===== config.mk =====
export PLATFORM = sky130hd
export DESIGN_NAME = pipe_ctrl_flat
export DESIGN_NICKNAME = d
export VERILOG_FILES = /design/src/rtl/pipe_ctrl_if.sv /design/src/rtl/pipe_ctrl.sv /design/src/flat_wrapper.sv
export SDC_FILE = /design/constraint.sdc
export NUM_CORES = 1
export LEC_CHECK = 0
export ABC_AREA = 1
export BUFFER_PORTS_ARGS = -buffer_cell sky130_fd_sc_hd__buf_4
export CAP_MARGIN = 5
export CORE_UTILIZATION = 35
export DETAILED_ROUTE_END_ITERATION = 10
export PLACE_DENSITY_LB_ADDON = 0.3
export SYNTH_ARGS = -nofsm -noshare
export SYNTH_HDL_FRONTEND = slang
export SYNTH_SLANG_ARGS = --single-unit

===== constraint.sdc =====
create_clock -name clk -period 3.4 [get_ports clk]
set_clock_uncertainty 0.2 [all_clocks]
set_input_delay 1.02 -clock clk [delete_from_list [all_inputs] [get_ports clk]]
set_output_delay 1.02 -clock clk [all_outputs]
set_load 0.01 [all_outputs]

===== src/rtl/pipe_ctrl_if.sv =====
// Signal bundle between the 5-stage pipeline datapath and its sequencing controller.
// master = datapath side, slave = pipe_ctrl.
interface pipe_ctrl_if;
  logic        ext_stall;
  logic [5:0]  op_d;
  logic [4:0]  rs_d;
  logic [4:0]  rt_d;
  logic [5:0]  op_e;
  logic [4:0]  rd_e;
  logic        pc_we;
  logic        pc_sel;
  logic        ifid_we;
  logic        ifid_flush;
  logic        idex_flush;
  logic        halted;
  logic [15:0] stall_cycles;

  modport master (
    output ext_stall, op_d, rs_d, rt_d, op_e, rd_e,
    input  pc_we, pc_sel, ifid_we, ifid_flush, idex_flush, halted, stall_cycles
  );

  modport slave (
    input  ext_stall, op_d, rs_d, rt_d, op_e, rd_e,
    output pc_we, pc_sel, ifid_we, ifid_flush, idex_flush, halted, stall_cycles
  );
endinterface


===== src/rtl/pipe_ctrl.sv =====
// Pipeline sequencing controller: load-use bubbles, branch/jr resolution waits,
// jump redirects, external freezes, terminal halt and a saturating stall counter.
//
// state   | meaning
// RUN     | normal issue; decode evaluated for halt/hazard/branch/jump
// LDSTALL | extra load-use bubbles, cnt counts the remaining ones
// BRWAIT  | waiting for the branch/jr target, cnt counts down to redirect
// HALT    | terminal; left only through reset
module pipe_ctrl #(
  parameter int unsigned LOAD_STALL = 2,
  parameter int unsigned BR_SLOTS   = 2
) (
  input  logic       clk,
  input  logic       rstd,
  pipe_ctrl_if.slave bus
);

  localparam logic [5:0] OP_LOAD = 6'd16;
  localparam logic [5:0] OP_JUMP = 6'd40;
  localparam logic [5:0] OP_JR   = 6'd42;
  localparam logic [5:0] OP_HALT = 6'b111111;

  localparam logic [1:0] LD_CNT_INIT = 2'(LOAD_STALL - 1);
  localparam logic [1:0] BR_CNT_INIT = 2'(BR_SLOTS);

  typedef enum logic [1:0] {RUN, LDSTALL, BRWAIT, HALT} state_t;

  state_t      r_state;
  state_t      w_state_nxt;
  logic [1:0]  r_cnt;
  logic [1:0]  w_cnt_nxt;
  logic [15:0] r_stall_cycles;

  logic w_is_branch;
  logic w_is_jr;
  logic w_is_jump;
  logic w_is_halt;
  logic w_uses_rt;
  logic w_hazard;

  logic w_pc_we;
  logic w_pc_sel;
  logic w_ifid_we;
  logic w_ifid_flush;
  logic w_idex_flush;
  logic w_halted;

  assign w_is_branch = (bus.op_d >= 6'd32) && (bus.op_d <= 6'd35);
  assign w_is_jr     = (bus.op_d == OP_JR);
  assign w_is_jump   = (bus.op_d == OP_JUMP);
  assign w_is_halt   = (bus.op_d == OP_HALT);
  // jr reads only rs; jump and halt read no registers at all
  assign w_uses_rt   = !(w_is_jr || w_is_jump || w_is_halt);
  assign w_hazard    = (bus.op_e == OP_LOAD) && (bus.rd_e != 5'd0) &&
                       ((bus.rd_e == bus.rs_d) || (w_uses_rt && (bus.rd_e == bus.rt_d)));

  always_ff @(posedge clk or negedge rstd) begin
    if (!rstd) begin
      r_state <= RUN;
      r_cnt   <= 2'd0;
    end else begin
      r_state <= w_state_nxt;
      r_cnt   <= w_cnt_nxt;
    end
  end

  always_comb begin
    w_state_nxt  = r_state;
    w_cnt_nxt    = r_cnt;
    w_pc_we      = 1'b1;
    w_pc_sel     = 1'b0;
    w_ifid_we    = 1'b1;
    w_ifid_flush = 1'b0;
    w_idex_flush = 1'b0;
    w_halted     = 1'b0;
    // outputs sit at their idle values for as long as reset is held
    if (rstd) begin
      if ((r_state != HALT) && bus.ext_stall) begin
        w_pc_we   = 1'b0;
        w_ifid_we = 1'b0;
      end else begin
        case (r_state)
          RUN: begin
            if (w_is_halt) begin
              w_pc_we     = 1'b0;
              w_ifid_we   = 1'b0;
              w_state_nxt = HALT;
            end else if (w_hazard) begin
              w_pc_we      = 1'b0;
              w_ifid_we    = 1'b0;
              w_idex_flush = 1'b1;
              if (LOAD_STALL > 1) begin
                w_state_nxt = LDSTALL;
                w_cnt_nxt   = LD_CNT_INIT;
              end
            end else if (w_is_branch || w_is_jr) begin
              w_pc_we      = 1'b0;
              w_ifid_flush = 1'b1;
              w_state_nxt  = BRWAIT;
              w_cnt_nxt    = BR_CNT_INIT;
            end else if (w_is_jump) begin
              w_ifid_flush = 1'b1;
            end
          end
          LDSTALL: begin
            w_pc_we      = 1'b0;
            w_ifid_we    = 1'b0;
            w_idex_flush = 1'b1;
            if (r_cnt <= 2'd1) begin
              w_state_nxt = RUN;
              w_cnt_nxt   = 2'd0;
            end else begin
              w_cnt_nxt = r_cnt - 2'd1;
            end
          end
          BRWAIT: begin
            w_ifid_flush = 1'b1;
            if (r_cnt > 2'd1) begin
              w_pc_we   = 1'b0;
              w_cnt_nxt = r_cnt - 2'd1;
            end else begin
              w_pc_sel    = 1'b1;
              w_state_nxt = RUN;
              w_cnt_nxt   = 2'd0;
            end
          end
          HALT: begin
            w_pc_we   = 1'b0;
            w_ifid_we = 1'b0;
            w_halted  = 1'b1;
          end
          default: begin
            w_state_nxt = RUN;
            w_cnt_nxt   = 2'd0;
          end
        endcase
      end
    end
  end

  always_ff @(posedge clk or negedge rstd) begin
    if (!rstd) begin
      r_stall_cycles <= 16'd0;
    end else if (!w_pc_we && (r_state != HALT) && (r_stall_cycles != 16'hFFFF)) begin
      r_stall_cycles <= r_stall_cycles + 16'd1;
    end
  end

  assign bus.pc_we        = w_pc_we;
  assign bus.pc_sel       = w_pc_sel;
  assign bus.ifid_we      = w_ifid_we;
  assign bus.ifid_flush   = w_ifid_flush;
  assign bus.idex_flush   = w_idex_flush;
  assign bus.halted       = w_halted;
  assign bus.stall_cycles = r_stall_cycles;

endmodule


===== src/flat_wrapper.sv =====
// flat-port wrapper written by rule: the top's interface ports become plain ports
module pipe_ctrl_flat 
#(
  parameter int unsigned LOAD_STALL = 2,
  parameter int unsigned BR_SLOTS   = 2
)
  (clk, rstd, bus_ext_stall, bus_op_d, bus_rs_d, bus_rt_d, bus_op_e, bus_rd_e, bus_pc_we, bus_pc_sel, bus_ifid_we, bus_ifid_flush, bus_idex_flush, bus_halted, bus_stall_cycles);
  pipe_ctrl_if bus_i ();
  input  logic clk;
  input  logic rstd;
  input wire logic [$bits(bus_i.ext_stall)-1:0] bus_ext_stall;
  input wire logic [$bits(bus_i.op_d)-1:0] bus_op_d;
  input wire logic [$bits(bus_i.rs_d)-1:0] bus_rs_d;
  input wire logic [$bits(bus_i.rt_d)-1:0] bus_rt_d;
  input wire logic [$bits(bus_i.op_e)-1:0] bus_op_e;
  input wire logic [$bits(bus_i.rd_e)-1:0] bus_rd_e;
  output wire logic [$bits(bus_i.pc_we)-1:0] bus_pc_we;
  output wire logic [$bits(bus_i.pc_sel)-1:0] bus_pc_sel;
  output wire logic [$bits(bus_i.ifid_we)-1:0] bus_ifid_we;
  output wire logic [$bits(bus_i.ifid_flush)-1:0] bus_ifid_flush;
  output wire logic [$bits(bus_i.idex_flush)-1:0] bus_idex_flush;
  output wire logic [$bits(bus_i.halted)-1:0] bus_halted;
  output wire logic [$bits(bus_i.stall_cycles)-1:0] bus_stall_cycles;
  assign bus_i.ext_stall = bus_ext_stall;
  assign bus_i.op_d = bus_op_d;
  assign bus_i.rs_d = bus_rs_d;
  assign bus_i.rt_d = bus_rt_d;
  assign bus_i.op_e = bus_op_e;
  assign bus_i.rd_e = bus_rd_e;
  assign bus_pc_we = bus_i.pc_we;
  assign bus_pc_sel = bus_i.pc_sel;
  assign bus_ifid_we = bus_i.ifid_we;
  assign bus_ifid_flush = bus_i.ifid_flush;
  assign bus_idex_flush = bus_i.idex_flush;
  assign bus_halted = bus_i.halted;
  assign bus_stall_cycles = bus_i.stall_cycles;
  pipe_ctrl #(.LOAD_STALL(LOAD_STALL), .BR_SLOTS(BR_SLOTS)) u_core (.clk(clk), .rstd(rstd), .bus(bus_i));
endmodule

# Word-level counts from Yosys, hierarchy flattened
# Cells that the tools add are included.
# classes
reduce_logical	19
addsub	2
order_cmp	4
n_mux	40
bitwise_logic	1
eq_ne	16
# op_table
cell	n
1-bit two-way mux	26
6-bit == test, second input constant	3
16-bit by 1-bit adder with 16-bit output, second input constant	1
2-bit two-way mux	8
16-bit != test, second input constant	1
2-bit case mux with 3 select lines	2
5-bit == test	2
1-bit logical AND	7
6-bit by 5-bit == test with 1-bit output, second input constant	1
6-bit >= comparator, second input constant	1
6-bit less-or-equal comparator, second input constant	1
2-bit != test, second input constant	3
1-bit case mux with 2 select lines	3
6-bit AND reduction	1
5-bit AND reduction	1
5-bit nonzero test	1
2-bit == test, second input constant	2
1-bit logical OR	4
4-bit by 1-bit != test with 1-bit output, second input constant	1
3-bit by 1-bit != test with 1-bit output, second input constant	1
1-bit case mux with 3 select lines	1
3-bit nonzero test	1
2-bit by 1-bit == test with 1-bit output, second input constant	1
2-bit by 1-bit greater-than comparator with 1-bit output, second input constant	1
other kinds (7)	8
# word_totals
register_bits	20
in_bits	30
elab_cells	85
out_inout_bits	22

# Depth between registers and ports, before layout
# Gate-level depths: netlist of the first run.
# logic_depth
word_depth	15
ltp_mapped	14
mapped_depth_nobuf	13

# Worst setup path after synthesis of the first run
# No wires, ideal clock.
# synth_timing
path_type	in2out
from	input bus_op_d[5]
to	output bus_pc_we
path_buffers	1
path_slack_ns	0.086
t_required_ns	2.180
t_arrival_ns	2.094
stages	11
path_cell_list	nand2_1 > nor2_1 > nand2_1 > nand3_1 > o21ai_2 > nand2_2 > nand3_2 > nand2_4 > nand2_8 > buf_4 > nand2_1
# synth_between
elab_chain_len	12
word_cells_on_any_way	19
cone_classes	order compare: 2; eq/ne: 3; mux: 6; reduce/logical: 8
# synth_rtl
item	line	source
start: declaration	flat_wrapper.sv:12	input wire logic [$bits(bus_i.op_d)-1:0] bus_op_d;
parallel branches: the longest is 8 deep, another holds 6-bit >= comparator	n/a	
1-bit two-way mux (*)	pipe_ctrl.sv:84	if (w_is_halt) begin
1-bit case mux with 3 select lines (*)	pipe_ctrl.sv:82	case (r_state)
1-bit two-way mux (*)	pipe_ctrl.sv:78	if ((r_state != HALT) && bus.ext_stall) begin
1-bit two-way mux (*)	pipe_ctrl.sv:77	if (rstd) begin
end: declaration	flat_wrapper.sv:17	output wire logic [$bits(bus_i.pc_we)-1:0] bus_pc_we;
# Mark *: on every way between the ends.

# Worst setup path in the final report of the first run
# layout_timing
from	input bus_rd_e[3]
to	output bus_pc_we
# layout_between
elab_chain_len	9
word_cells_on_any_way	12
cone_classes	eq/ne: 2; mux: 5; reduce/logical: 5
# layout_rtl
item	line	source
start: declaration	flat_wrapper.sv:16	input wire logic [$bits(bus_i.rd_e)-1:0] bus_rd_e;
5-bit == test	pipe_ctrl.sv:55	((bus.rd_e == bus.rs_d) || (w_uses_rt && (bus.rd_e == bus.rt_d)));
1-bit logical AND	pipe_ctrl.sv:55	
1-bit logical OR	pipe_ctrl.sv:55	
1-bit logical AND (*)	pipe_ctrl.sv:54	assign w_hazard = (bus.op_e == OP_LOAD) && (bus.rd_e != 5'd0) &&
1-bit two-way mux (*)	pipe_ctrl.sv:88	end else if (w_hazard) begin
1-bit two-way mux (*)	pipe_ctrl.sv:84	
1-bit case mux with 3 select lines (*)	pipe_ctrl.sv:82	
1-bit two-way mux (*)	pipe_ctrl.sv:78	
1-bit two-way mux (*)	pipe_ctrl.sv:77	
# Every way passes the cells marked *; elsewhere a longest branch is shown, timed or not.

==> run metrics, run 1 <==
status complete, no violations; leading area contributor after synthesis dfrtp_1; Syn Inst Count approximately 240; Place WS between 0.04 and 0.05 ns; setup_tns 0 ns; crit path cell chain buf_4, nor3_1, a31oi_2, nand2_2, nand3_2, nand2_4, nand2_8, nand2_2, buf_6; Skew-Pair Late Insertion Delay 0.26 ns; Die W 71.73 um; Rel. slew slack 0.6666; CTS sink cnt 20; IO buf count 51; RSZ-0062 raised after global routing yes; Hold Crit Class reg -> reg; WL final roughly 3.9 mm; power share of the combinational group 0.411; Clock power frac 0.245; vias per cell 4.643; Synth area leaders dfrtp_1 (29%), nand2_1 (14%), nand3_1 (9.4%); highest clock rate roughly 300 MHz; worst path bufs/invs 2; htree depth 1; slowest cell delay on critical path between 0.2 and 0.3 ns; Critical Path Start Type primary input; Worst Path Required 2.18 ns; DRC viols 0; Synth warnings 0; CTS root buf clkbuf_8; Synth Register Bits 20; worst-path maximum fanout 4; minimum clock period ~3.3 ns; final worst slack ~0.078 ns; Critical Path Sink Type output pin; grt ovf 0; Int Pwr 0.6073 mW; Worst Setup Path Type in -> out; IR drop worst, VDD around 0.00023 V; Placement Rows 25; Hold Violations, Final 0; 1st-iter DRT viols 63; die area 5144 um2; switching power share of the total 0.3795; CTS buffer count 3; Pins Over Slew Limit 0; sequential share of power 0.344; layout cells sized above 1 0.3016; CTS tree done; synthesized net count 280; # hold bufs at CTS 0; Cell Area, Synth about 1700 um2; r2r setup slk between 1 and 1.5 ns; gr usage total 0.1570; Diodes inserted 0; core area about 4700 um2; Least-Margin Pin Slew 0.4991 ns; TritonRoute pass-1 iters 4; leakage 1.174 nW; # setup viols final 0; critical path's top delay family simple AND/OR/NAND/NOR gates; Post-Place Cell Area around 2200 um2; first-pass GRT wire length 6.555 mm; Final HPWL DP ~3.1 mm; fin util 0.4893; pwr/cell area ~430 nW/um2; max-cap viol count 0; Final Cell Area 2296 um2; cell repeated most along the worst path nand2_2; DR vias 1,667; largest net degree at the start of global routing 18; NumNets Final 342; worst path arrival time 2.10 ns; DR WL/cell 10.73 um; top-area cell type share of the netlist area 0.2941; initial antenna violation count 0; Placer Congestion 0.8427; Yosys cell types 30; Synth Area per Inst 6.974 um2; crit share post-route 0.9772; P&R area growth vs syn 34.93%; Ports 52; Seq/Total Area, Yosys 0.2941; Worst path slowest cell nor3_1; initial core utilization 0.3627; Switch Pwr 0.3713 mW; number of global-route vias before repair approximately 1,600; Clock transition at path regs 0.08 ns; Post-DRT Antenna Nets 0; Die H 71.73 um; Max Root-Sink Buffers 2
## power by group through the flow
stage | sequential, mW | clock [mW] | combinational [mW]
6_report | 0.337 | 0.240 | 0.402
5_1_grt | 0.345 | 0.253 | 0.450
4_1_cts | 0.337 | 0.245 | 0.399
3_5_place_dp | 0.340 | 0 | 0.399
3_3_place_gp | 0.341 | 0 | 0.394
2_1_floorplan | 0.341 | 0 | 0.259
## repair_timing
action | in CTS | in global routing
gates resized for setup | 0 | 7
buffers inserted | 0 | 2
setup endpoints to repair | 0 | 4
## layout by cell type, fill, tap and decap left out
cell | synthesis | routed
a21oi_1 | 3 | 3
xnor2_2 | 0 | 1
o21ai_2 | 1 | 1
nor3_1 | 6 | 6
nand3_1 | 32 | 32
or2_1 | 1 | 1
a31oi_1 | 2 | 1
xnor2_1 | 7 | 6
a31oi_2 | 0 | 1
nand2_8 | 1 | 1
a21oi_4 | 1 | 1
buf_6 | 1 | 2
inv_2 | 4 | 4
nand2_4 | 2 | 2
o31ai_1 | 1 | 1
buf_4 | 1 | 58
nand2_2 | 11 | 12
nor4_4 | 1 | 1
inv_1 | 29 | 29
ha_1 | 6 | 6
clkinv_1 | 1 | 1
bufinv_16 | 0 | 1
nor2_1 | 19 | 17
nand4_1 | 3 | 3
dfrtp_1 | 20 | 20
o211ai_1 | 1 | 1
xor2_1 | 14 | 14
nor4_1 | 3 | 3
nor2_2 | 1 | 3
nand2_1 | 65 | 64
nand3_2 | 1 | 1
clkbuf_8 | 0 | 3
o21ai_0 | 5 | 5
## final timing paths
path                       depth (start not counted)                       start                          to
max                                                9                 bus_rd_e[3]                   bus_pc_we
min                                                2  u_core.bus.stall_cycles[8]  u_core.bus.stall_cycles[8]
max reg2reg                                        9  u_core.bus.stall_cycles[0]  u_core.bus.stall_cycles[9]
min reg2reg                                        2  u_core.bus.stall_cycles[8]  u_core.bus.stall_cycles[8]
max in group asynchronous                          2                        rstd  u_core.bus.stall_cycles[6]
min in group asynchronous                          1                        rstd             u_core.r_cnt[1]
## worst reg2reg max path: stages, from the launching register on
cell and delay (ns):
dfrtp_1 0.46, ha_1 0.26, inv_2 0.07, nor4_4 0.35
nand3_1 0.14, nor2_2 0.16, a21oi_4 0.16, nand2_4 0.25
nand2_1 0.08, nand2_1 0.07
## Yosys cell counts (all sizes together)
| master | instances |
|---|---|
| nand2 | 79 |
| inv | 33 |
| nand3 | 33 |
| dfrtp | 20 |
| nor2 | 20 |
| xor2 | 14 |
| xnor2 | 7 |
| ha | 6 |
| nor3 | 6 |
| o21ai | 6 |
| a21oi | 4 |
| nor4 | 4 |
| buf | 3 |
| nand4 | 3 |
| a31oi | 2 |
| clkinv | 1 |
| o211ai | 1 |
| o31ai | 1 |
| or2 | 1 |
## final cells by class
| class | count | area (um2) |
|---|---|---|
| Clock inverter | 1 | 30.03 |
| Multi-Input combinational cell | 187 | 1071 |
| Inverter | 34 | 127.6 |
| Clock buffer | 3 | 41.29 |
| Fill cell | 458 | 2396 |
| Sequential cell | 20 | 500.5 |
| Tap cell | 54 | 67.56 |
| Timing Repair Buffer | 60 | 457.9 |
## cell families (layout without fill, tap and decap cells)
group,Yosys count,in the layout,share of synthesized area
simple gates,146,146,0.4103
buf+inv,37,98,0.08896
xor+xnor,21,21,0.1081
flops,20,20,0.2941
compound gates,14,14,0.05441
fa+ha+maj,6,6,0.04412
## metrics by stage
stage	power (mW)	cells	hold WS, ns
floorplan	0.5998	244	0.2747
global placement	0.7348	353	0.3098
detailed placement	0.7393	353	0.3115
CTS	0.9815	357	0.3311
global route	1.047	359	0.3662
finish	0.9786	359	0.3368
## flip-flops by register name, indices dropped and copies added, names as in the netlist
register	count
u_core.bus.stall_cycles	16
u_core.r_cnt	2
u_core.r_state	2
## per-layer routing
| metal | global-route usage | part of all wire | vias up |
|---|---|---|---|
| met5 | 0 | 0 | - |
| met2 | 0.2704 | 0.48 | 29 |
| met1 | 0.2040 | 0.48 | 736 |
| li1 | - | - | 899 |
| met3 | 0.03516 | 0.038 | 3 |
| met4 | 0.02614 | 0.0036 | 0 |
(Power assumes the default switching activity.)
==> inputs of run 2 (changes only) <==
--- a/config.mk
+++ b/config.mk
@@ -8,6 +8,7 @@
 export ABC_AREA = 1
 export BUFFER_PORTS_ARGS = -buffer_cell sky130_fd_sc_hd__buf_4
 export CAP_MARGIN = 5
+export CORE_ASPECT_RATIO = 1.4
 export CORE_UTILIZATION = 35
 export DETAILED_ROUTE_END_ITERATION = 10
 export PLACE_DENSITY_LB_ADDON = 0.3
==> constraint.sdc (replaced) <==
create_clock -name clk -period 3.7 [get_ports clk]
set_clock_uncertainty 0.2 [all_clocks]
set_input_delay 1.11 -clock clk [delete_from_list [all_inputs] [get_ports clk]]
set_output_delay 1.11 -clock clk [all_outputs]
set_load 0.01 [all_outputs]
==> run metrics, run 2 (synthesized netlist as in run 1, its figures left out) <==
minimum clock period about 3.6 ns; core area 4608 um2; max reg flops 16; Final HPWL DP about 3.2 mm; worst setup path startpoint bus_op_d[4]; TritonRoute pass-1 iters 4; Ports 52; RR Endpoint u_core.bus.stall_cycles[5]; most common library cell in the layout ignoring fill and taps nand2_1; highest clock rate 277.1 MHz; CP Capture Point bus_ifid_flush; r2r setup slk 1.39 ns; Post-Place Cell Area 2168 um2; max-cap viol count 0; Max Root-Sink Buffers 2; status complete, no violations; NumNets Final 340; number of global-route vias before repair 1,656; pwr/cell area 373.1 nW/um2; first-pass GRT wire length 6.755 mm; leakage ~1.2 nW; fill count 469; # hold bufs at CTS 0; grt ovf 0; setup_tns 0 ns; Die H about 85 um; IO buf count a little over 50; Worst Path Required 2.39 ns; Placer Congestion 0.9071; Critical Path Sink Type output pin; Critical Path Start Type primary input; IR drop worst, VDD between 0.0001 and 0.00015 V; Hold Crit Class reg -> reg; RSZ-0062 raised after global routing yes; CTS tree done; P&R area growth vs syn 34.34%; Clock transition at path regs 0.07 ns; Hold Startpoint u_core.bus.stall_cycles[13]; Pins Over Slew Limit 0; Skew-Pair Late Insertion Delay about 0.26 ns; Worst Setup Path Type in -> out; DR WL/cell roughly 11 um; worst path arrival time 2.30 ns; Worst Reg-to-Reg Cells 11; Die W 60.93 um; Total Power between 0.8 and 0.9 mW; Rel. slew slack 0.6785; layout cells sized above 1 0.2970; CTS buffer count 3; largest net degree at the start of global routing 18; fin util 0.4961; Final Cell Area 2286 um2; # setup viols final 0; Least-Margin Pin Slew roughly 0.48 ns; Hold Violations, Final 0; WL final 4.056 mm; Diodes inserted 0; CTS root buf clkbuf_8; worst-path maximum fanout 4; gr usage total 0.1700; die area 5149 um2; Post-DRT Antenna Nets 0; most frequent cells in the layout nand2_1 (63), buf_4 (54), nand3_1 (32); 1st-iter DRT viols 66; DRC viols 0; Placement Rows 29; RR Startpoint u_core.r_state[0]; DR vias between 1,500 and 2,000; vias per cell 4.778; initial core utilization 0.3693; crit share post-route 0.9754; htree depth 1; initial antenna violation count 0; CTS sink cnt 20
## run 2: worst min-delay path by stage
| stage | endpoint | slack (ns) | depth (start not counted) |
|---|---|---|---|
| after floorplan | u_core.r_cnt[0] | 0.27 | 2 |
| after global placement | u_core.r_cnt[0] | 0.32 | 2 |
| after detailed placement | u_core.bus.stall_cycles[13] | 0.32 | 2 |
| after CTS | u_core.bus.stall_cycles[13] | 0.34 | 2 |
| after global routing | u_core.r_cnt[0] | 0.36 | 2 |
| final | u_core.bus.stall_cycles[13] | 0.34 | 2 |
## run 2: routing by layer
layer	wire length, um	vias to the layer above	part of all wire	track usage
met3	123	7	0.030	0.01541
met4	66	0	0.016	0.05992
met1	1602	792	0.39	0.1893
met5	0	-	0	0
li1	-	890	-	-
met2	2264	55	0.56	0.3187
## run 2: per-stage QoR
stage / std cells / setup WS (ns) / hold WS, ns
after global placement: 358 / 0.1064 / 0.3155
after global routing: 365 / -0.001655 / 0.3565
after CTS: 362 / 0.09444 / 0.3400
after detailed placement: 358 / 0.09058 / 0.3232
final: 365 / 0.09103 / 0.3357
after floorplan: 244 / 0.2063 / 0.2747
## run 2: area by class of cell
cell class | instances | area [um2] | share of cell area
clock buffer | 4 | 55.05 | 0.02408
inverter | 34 | 130.1 | 0.05692
multi-input combinational | 187 | 1069 | 0.4674
sequential | 20 | 500.5 | 0.2189
tap | 62 | 77.57 | 0.03394
timing repair buffer | 58 | 454.2 | 0.1987
## run 2: critical path, cell delays in order
cell     delay, ns
buf_4         0.11
inv_1         0.04
nand2_1       0.05
nor2_2        0.15
nand2_1       0.08
nand3_1       0.09
o21ai_2       0.09
nand2_2       0.11
buf_4         0.12
nand4_1       0.08
a21oi_2       0.14
buf_4         0.13
## run 2: power breakdown
group          internal [mW]  switching [mW]  leakage [nW]
clock network         0.0948          0.0730        0.0288
logic                  0.159           0.217         0.855
registers              0.256          0.0537         0.270
## run 2: timing repair
action,CTS,global route
buffers inserted,0,3
resized for setup,0,12
endpoints found under the setup margin,0,2
==> inputs of run 3 (changes only) <==
--- a/config.mk
+++ b/config.mk
@@ -11,7 +11,8 @@
 export CORE_ASPECT_RATIO = 1.4
 export CORE_UTILIZATION = 35
 export DETAILED_ROUTE_END_ITERATION = 10
-export PLACE_DENSITY_LB_ADDON = 0.3
+export SETUP_SLACK_MARGIN = 0.15
 export SYNTH_ARGS = -nofsm -noshare
 export SYNTH_HDL_FRONTEND = slang
 export SYNTH_SLANG_ARGS = --single-unit
+export TNS_END_PERCENT = 1
==> run metrics, run 3 (synthesized netlist as in run 1, its figures left out) <==
status complete, no violations; Worst Setup Path Type in -> out; RR Endpoint u_core.bus.stall_cycles[5]; Clock transition at path regs approximately 0.080 ns; grt peak-use layer met2; vias per cell 4.801; worst-path maximum fanout 4; most frequent cells in the layout nand2_1 (54), buf_4 (51), nand3_1 (32); IO buf count 51; Placer Congestion roughly 0.86; Non-Filler Instances between 300 and 400; CTS root buf clkbuf_8; initial core utilization 0.3693; max-cap viol count 0; Die W about 60 um; Post-DRT Antenna Nets 0; DR vias 1,757; GR Util met2 0.3227; Hold Violations, Final 0; Die H 84.50 um; layout cells sized above 1 0.3487; Pins Over Slew Limit 0; number of global-route vias before repair 1,612; Int Pwr 0.5191 mW; WL final 4.178 mm; Critical Path Sink Type output pin; max reg flops 16; Switch Pwr 0.3527 mW; core area 4608 um2; register area 500.5 um2; RSZ-0062 raised after global routing yes; power share of the combinational group 0.446; worst setup path startpoint bus_rd_e[1]; first-pass GRT wire length 6.699 mm; DRC viols 0; DR WL/cell 11.42 um; Critical Path Start Type primary input; placed instance count between 300 and 400; pwr/cell area 367.3 nW/um2; worst path arrival time between 2 and 2.5 ns; NumNets Final 341; hold slack 0.3315 ns; highest clock rate 286.8 MHz; IR drop worst, VDD 0.0001372 V; Placement Rows 29; htree depth 1; Skew-Pair Late Insertion Delay 0.27 ns; fin util 0.5151; Ports between 50 and 60; minimum clock period 3.487 ns; CTS sink cnt 20; CTS tree done; CTS buffer count 3; fill count 478; setup_tns 0 ns; P&R area growth vs syn 39.49%; Final HPWL DP about 3.3 mm; Max Root-Sink Buffers 2; # hold bufs at CTS 0; switching power share of the total 0.4046; Diodes inserted 0; Worst Path Required ~2.4 ns; initial antenna violation count 0; TritonRoute pass-1 iters 4; grt ovf 0; leakage 1.179 nW; largest net degree at the start of global routing 18; # setup viols final 0; r2r setup slk 1.44 ns; met1 Resource Use GR 0.1795; 1st-iter DRT viols between 60 and 70; Least-Margin Pin Slew 0.5090 ns; die area 5149 um2; Clock power frac 0.197; RR Startpoint u_core.bus.stall_cycles[0]; most common library cell in the layout ignoring fill and taps nand2_1; grt met3 use 0.01695; Multi-input gate area 1127 um2; Hold Crit Class reg -> reg; Rel. slew slack 0.6599; sequential share of power 0.357; CP Capture Point bus_ifid_we; gr usage total 0.1724; Worst Reg-to-Reg Cells 9; crit share post-route 0.9423
[run 3: cell types whose count changed in the layout (fill, tap and decap cells not counted), moves of 2 or more]
cell     previous run  this run
buf_4              54        51
a31oi_2             0         2
buf_6               3         6
nand2_1            63        54
a31oi_1             2         0
nand2_2            13        21
nor2_1             18        16
[run 3: worst min path at each step]
| stage | start | to | cells past startpoint |
|---|---|---|---|
| 3_5_place_dp | u_core.bus.stall_cycles[9] | u_core.bus.stall_cycles[9] | 2 |
| 5_1_grt | u_core.r_cnt[1] | u_core.r_cnt[1] | 2 |
| 3_3_place_gp | u_core.r_cnt[0] | u_core.r_cnt[0] | 2 |
| 4_1_cts | u_core.bus.stall_cycles[9] | u_core.bus.stall_cycles[9] | 2 |
| 6_report | u_core.r_cnt[0] | u_core.r_cnt[0] | 2 |
| 2_1_floorplan | u_core.r_cnt[0] | u_core.r_cnt[0] | 2 |
[run 3: per-stage QoR]
step | power [mW] | setup slack (ns) | instance area [um2]
floorplan | 0.5512 | 0.2063 | 1702
finish | 0.8718 | 0.2133 | 2374
detailed placement | 0.6800 | 0.08069 | 2168
global route | 0.9413 | 0.1077 | 2374
global placement | 0.6782 | 0.08809 | 2168
CTS | 0.8557 | 0.1502 | 2241
[run 3: critical path: stages]
cell and delay, ns:
buf_8 0.08, inv_4 0.03, nand2_2 0.05, nand2_2 0.05, nor2_2 0.09, nand3_1 0.09, o21ai_2 0.15, nand2_2 0.11
nand2_2 0.09, nand2_1 0.05, nand3_1 0.06, nand2_1 0.07, buf_6 0.13
[run 3: cell type report]
type	count	share of cell area
inverters	34	0.05588
well taps	62	0.03268
clock buffers	4	0.02319
flip-flops and latches	20	0.2109
repair buffers	59	0.2024
multi-input cells	187	0.4750
[run 3: layer usage]
layer | share of wire | up-vias
met5 | 0 | -
met4 | 0.029 | 0
met3 | 0.033 | 9
met2 | 0.55 | 48
met1 | 0.39 | 806
li1 | - | 894
[run 3: what timing repair did]
action,CTS,global route
gates resized for setup,1,34
pin swaps,1,18
setup endpoints to repair,3,4
buffers inserted,2,2
[run 3: power groups by stage]
stage               registers [mW]  logic, mW  clock network (mW)
floorplan                    0.314      0.238                   0
global placement             0.314      0.364                   0
detailed placement           0.315      0.365                   0
CTS                          0.311      0.367               0.177
global route                 0.317      0.441               0.183
finish                       0.311      0.389               0.172
